`src/rtl/alu_pkg.sv`:
```
// Shared constants and types for the ALU command sequencer and its FIFO.
package alu_pkg;

    localparam int unsigned ALU_WIDTH = 8;

    localparam logic [2:0] OP_ADD = 3'b000;
    localparam logic [2:0] OP_SUB = 3'b001;
    localparam logic [2:0] OP_AND = 3'b010;
    localparam logic [2:0] OP_OR  = 3'b011;
    localparam logic [2:0] OP_XOR = 3'b100;
    localparam logic [2:0] OP_NOT = 3'b101;
    localparam logic [2:0] OP_INC = 3'b110;
    localparam logic [2:0] OP_DEC = 3'b111;

    typedef enum logic [1:0] {
        IDLE = 2'd0,
        EXEC = 2'd1,
        RESP = 2'd2
    } seq_state_t;

endpackage

```
`src/rtl/alu_cmd_fifo.sv`:
```
// Command FIFO holding {use_acc, op, a, b}; count-based full/empty, pointers wrap modulo DEPTH.
module alu_cmd_fifo
    import alu_pkg::*;
#(
    parameter int unsigned WIDTH = ALU_WIDTH,
    parameter int unsigned DEPTH = 4,
    localparam int unsigned ENTRY_W = 2 * WIDTH + 4
) (
    input  logic               clk,
    input  logic               rst_n,
    input  logic               push,
    input  logic [ENTRY_W-1:0] push_data,
    input  logic               pop,
    output logic [ENTRY_W-1:0] head,
    output logic               full,
    output logic               empty
);

    localparam int unsigned PTR_W = $clog2(DEPTH);
    localparam int unsigned CNT_W = PTR_W + 1;

    logic [ENTRY_W-1:0] mem [DEPTH];
    logic [PTR_W-1:0]   wptr;
    logic [PTR_W-1:0]   rptr;
    logic [CNT_W-1:0]   count;

    assign full  = (count == CNT_W'(DEPTH));
    assign empty = (count == '0);
    assign head  = mem[rptr];

    always_ff @(posedge clk) begin
        if (push) begin
            mem[wptr] <= push_data;
        end
    end

    always_ff @(posedge clk) begin
        if (!rst_n) begin
            wptr  <= '0;
            rptr  <= '0;
            count <= '0;
        end else begin
            if (push) begin
                wptr <= wptr + 1'b1;
            end
            if (pop) begin
                rptr <= rptr + 1'b1;
            end
            // Simultaneous push and pop leaves the count unchanged.
            if (push && !pop) begin
                count <= count + 1'b1;
            end else if (pop && !push) begin
                count <= count - 1'b1;
            end
        end
    end

endmodule

```
`src/rtl/alu_cmd_sequencer.sv`:
```
// Buffers ALU commands, drives registered operands to a combinational ALU and returns results.
// Optional ALU_SEQ_FLAGS_EN adds captured res_zero / res_neg outputs.
module alu_cmd_sequencer
    import alu_pkg::*;
#(
    parameter int unsigned WIDTH = ALU_WIDTH,
    parameter int unsigned DEPTH = 4
) (
    input  logic             clk,
    input  logic             rst_n,
    input  logic             cmd_valid,
    output logic             cmd_ready,
    input  logic [2:0]       cmd_op,
    input  logic [WIDTH-1:0] cmd_a,
    input  logic [WIDTH-1:0] cmd_b,
    input  logic             cmd_use_acc,
    output logic [WIDTH-1:0] alu_a,
    output logic [WIDTH-1:0] alu_b,
    output logic [2:0]       alu_sel,
    input  logic [WIDTH-1:0] alu_y,
    input  logic             alu_cout,
    output logic             res_valid,
    input  logic             res_ready,
    output logic [WIDTH-1:0] res_data,
    output logic             res_cout,
`ifdef ALU_SEQ_FLAGS_EN
    output logic             res_zero,
    output logic             res_neg,
`endif
    output logic [WIDTH-1:0] acc,
    output logic             busy
);

    localparam int unsigned ENTRY_W = 2 * WIDTH + 4;

    seq_state_t         state;
    logic               ready_q;
    logic               push;
    logic               pop;
    logic               full;
    logic               empty;
    logic [ENTRY_W-1:0] head;
    logic               head_use_acc;
    logic [2:0]         head_op;
    logic [WIDTH-1:0]   head_a;
    logic [WIDTH-1:0]   head_b;

    // ready_q keeps cmd_ready low through reset and until the first edge after release.
    assign cmd_ready = ready_q && !full;
    assign push      = cmd_valid && cmd_ready;
    assign pop       = (state == IDLE) && !empty;
    assign busy      = (state != IDLE) || !empty;

    assign head_use_acc = head[2*WIDTH+3];
    assign head_op      = head[2*WIDTH+2 -: 3];
    assign head_a       = head[2*WIDTH-1 -: WIDTH];
    assign head_b       = head[WIDTH-1:0];

    alu_cmd_fifo #(
        .WIDTH (WIDTH),
        .DEPTH (DEPTH)
    ) u_fifo (
        .clk       (clk),
        .rst_n     (rst_n),
        .push      (push),
        .push_data ({cmd_use_acc, cmd_op, cmd_a, cmd_b}),
        .pop       (pop),
        .head      (head),
        .full      (full),
        .empty     (empty)
    );

    always_ff @(posedge clk) begin
        if (!rst_n) begin
            state     <= IDLE;
            ready_q   <= 1'b0;
            alu_a     <= '0;
            alu_b     <= '0;
            alu_sel   <= '0;
            res_valid <= 1'b0;
            res_data  <= '0;
            res_cout  <= 1'b0;
            acc       <= '0;
`ifdef ALU_SEQ_FLAGS_EN
            res_zero  <= 1'b0;
            res_neg   <= 1'b0;
`endif
        end else begin
            ready_q <= 1'b1;
            unique case (state)
                IDLE: begin
                    if (!empty) begin
                        alu_a   <= head_use_acc ? acc : head_a;
                        alu_b   <= head_b;
                        alu_sel <= head_op;
                        state   <= EXEC;
                    end
                end
                EXEC: begin
                    res_data  <= alu_y;
                    res_cout  <= alu_cout;
                    acc       <= alu_y;
                    res_valid <= 1'b1;
`ifdef ALU_SEQ_FLAGS_EN
                    res_zero  <= (alu_y == '0);
                    res_neg   <= alu_y[WIDTH-1];
`endif
                    state     <= RESP;
                end
                RESP: begin
                    if (res_ready) begin
                        res_valid <= 1'b0;
                        state     <= IDLE;
                    end
                end
                default: state <= IDLE;
            endcase
        end
    end

endmodule

```
`config.mk`:
```
export PLATFORM = sky130hd
export DESIGN_NAME = alu_cmd_sequencer
export DESIGN_NICKNAME = d
export VERILOG_FILES = /design/src/rtl/alu_pkg.sv /design/src/rtl/alu_cmd_fifo.sv /design/src/rtl/alu_cmd_sequencer.sv
export SDC_FILE = /design/constraint.sdc
export NUM_CORES = 1
export LEC_CHECK = 0
export BUFFER_PORTS_ARGS = -buffer_cell sky130_fd_sc_hd__buf_2
export CAP_MARGIN = 0
export CORE_ASPECT_RATIO = 2
export CORE_MARGIN = 4
export CORE_UTILIZATION = 33
export CTS_CLUSTER_DIAMETER = 80
export CTS_CLUSTER_SIZE = 30
export DETAILED_ROUTE_END_ITERATION = 10
export GPL_ROUTABILITY_DRIVEN = 0
export PLACE_DENSITY = 0.53
export SYNTH_ARGS = -nofsm -noshare
export SYNTH_HDL_FRONTEND = slang
export SYNTH_SLANG_ARGS = --single-unit
```
`constraint.sdc`:
```
create_clock -name clk -period 5.1 [get_ports clk]
set_input_delay 0.765 -clock clk [delete_from_list [all_inputs] [get_ports clk]]
set_output_delay 0.765 -clock clk [all_outputs]
set_load 0.005 [all_outputs]
```
==> out/qor.yml <==
status: "completed"
numPortBuffers: 71
hold_viol_final: 0
numCtsBuffers: 17
rsz0062_at_grt: "false"
drt_wl_total_um: 9700
grt_antenna_before_repair: 0
syn_area_um2: 4673
synth_adder_area_share_pct: 1.767
setup_viol: 0
post-cts-setup-buffers: 0
synth_most_common_cell: "edfxtp_1"
nFillCells: 1340
min_from: "res_cout$_SDFFE_PN0P_"
ctsHoldBuffers: 0
worst_pin_slew_ns: 1.191
synthMuxAreaShare_pct: 11.57
clock_sinks: 121
period_minus_slack_ns: 2.815
ys_warn_count: 0
whs_ns: 0.4512
drtAntennaViolNets: 0
crit_path_max_fanout: 16
p_leak_uw: 0.002087
vdd_drop_max_mv: 0.2860
yosys.area_share.simple_pct: 5.810
synth_xor_area_share_pct: 0.3748
synth_compound_area_share_pct: 7.229
min_period_over_period_pct: 55.20
fin_skew_ns: 0.005713
max_freq_ghz: 0.3552
crit_start: "u_fifo.count[0]$_SDFFE_PN0P_"
grtUsageTotal_pct: 12.78
die_y_um: 176.3
drive_gt1_share_pct: 32.65
cp_data_required_time_ns: 5.41
floorplan.die_area_um2: 16240
finalSetupTns_ns: 0
synth.avg_cell_area_um2: 15.07
coreArea_um2: 13890
routedWlPerCell_um: 16.78
hp-class: "reg2reg"
dpl.hpwl_um: 6710
synth_top_area_cell: "edfxtp_1"
r2r-start: "u_fifo.count[0]$_SDFFE_PN0P_"
die_x_um: 92.15
netlist.area_leader.share_pct: 51.41
htree_num_levels: 4
cts_tree: "done"
ys_types: 33
first_pass_iters: 4
initialDrtViolationCount: 124
syn_nets: 349
rows: 61
grt_max_degree: 39
root_buffer: "clkbuf_16"
grt_pass1_vias: 2875
max_slew_margin_pct: 20.53
antenna_cells: 0
detail_route.vias_per_cell: 4.647
synth_area_leaders: "edfxtp_1, dfxtp_1, mux4_2"
grt_pass1_wl_um: 15460
grt_overflow: 0
slew_violations: 0
drv_cap: 0
nets: 415
postSynthCellCount: 310
yosysSeqAreaShare_pct: 68.97
synth_common_cells: "edfxtp_1, dfxtp_1, a21oi_1"
synthFlopType: "edfxtp_1"
async_reset_ff_share_pct: 0
arrival_ns: 3.13
path_clk_slew_ns: 0.06
initial_utilization_pct: 33.64
powerDensity_nw_per_um2: 555.6
area_delta_synth_final_pct: 22.09
cts.path.max_buffers: 2
setup.worst_path.end_class: "flop"
critical_path_class: "reg2reg"
clk_latency_ns: 0.40
drc: 0
io_pins: 72
ys_seq_elements: 121
ctsResizeCount: 0
routed-via-count: 2686
synth_top_family_by_area: "multiplexers"
synth-edff-count: 80
cp-start-kind: "flop"
[flip-flops by register name, summed over array words and instances (netlist names), named ones only]
signal	cells
alu_sel	3
state	2
alu_b	8
u_fifo.mem	80
u_fifo.rptr	2
alu_a	8
res_cout	1
u_fifo.wptr	2
u_fifo.count	3
ready_q	1
res_valid	1
acc	8
[metrics by stage]
| step | cells | setup slack, ns | util, % | cell area (um^2) | power, uW |
|---|---|---|---|---|---|
| global route | 578 | 2.036 | 41.07 | 5705 | 3355 |
| CTS | 578 | 2.269 | 41.07 | 5705 | 3212 |
| global placement | 546 | 2.351 | 36.81 | 5114 | 2021 |
| finish | 578 | 2.285 | 41.07 | 5705 | 3170 |
| detailed placement | 546 | 2.264 | 36.81 | 5114 | 2041 |
| floorplan | 310 | 2.704 | - | 4673 | 1811 |
[cell type report]
cell class                 instances  area, um^2  share of cell area [%]
timing repair buffer              73       370.4                   6.491
inverter                           9       33.78                  0.5921
sequential                       121        3223                   56.49
clock inverter                    15       166.4                   2.917
clock buffer                      17       425.4                   7.456
multi-input combinational        154        1250                   21.91
tap                              189       236.5                   4.145
[per-layer routing]
metal | track usage [%] | wire length (um)
met1 | 12.57 | 3504
met2 | 23.90 | 5547
met3 | 3.753 | 402
met4 | 6.266 | 245
met5 | 0 | 0
[layout by cell type, fill, tap and decap left out, types with 2 or more instances in the layout]
cell         n
o21ai_0     15
and2_1       4
or3_1        2
a21oi_1     36
clkbuf_16   17
clkinvlp_4   2
buf_4        2
inv_6        6
mux4_2      20
mux2i_1      9
buf_2       71
nand2_1     19
o31ai_1      3
nand4_1      2
ha_1         5
inv_1        9
clkinv_4     4
edfxtp_1    80
dfxtp_1     41
nor2_1       7
a211oi_1     8
xor2_1       2
nand3_1     12
bufinv_16    2
[path summary, 6_finish.rpt]
check / depth (start not counted) / endpoint / slack [ns]
max: 9 / u_fifo.count[2]$_SDFFE_PN0P_ / 2.28
min: 2 / res_cout$_SDFFE_PN0P_ / 0.45
max reg2reg: 9 / u_fifo.count[2]$_SDFFE_PN0P_ / 2.28
min reg2reg: 2 / res_cout$_SDFFE_PN0P_ / 0.45
[power by group]
| group | switching [uW] | internal [uW] |
|---|---|---|
| Clock | 440 | 728 |
| Combinational | 400 | 317 |
| Sequential | 108 | 1180 |
[worst max-delay path, cell delays in order (launching register included)]
cell,delay (ns)
dfxtp_1,0.37
nor3_2,0.67
nor2_2,0.24
inv_1,0.15
ha_1,0.19
inv_1,0.06
fa_1,0.37
xor2_1,0.18
or3_1,0.32
a21oi_1,0.16
[logic make-up after synthesis]
family | Yosys count
AO/OA/AOI/OAI | 62
XOR/XNOR | 2
adder cells (fa/ha/maj) | 6
buffers and inverters | 35
flip-flops | 121
multiplexers | 29
AND/OR/NAND/NOR | 55
No activity file was read; power rests on OpenSTA's default activity.
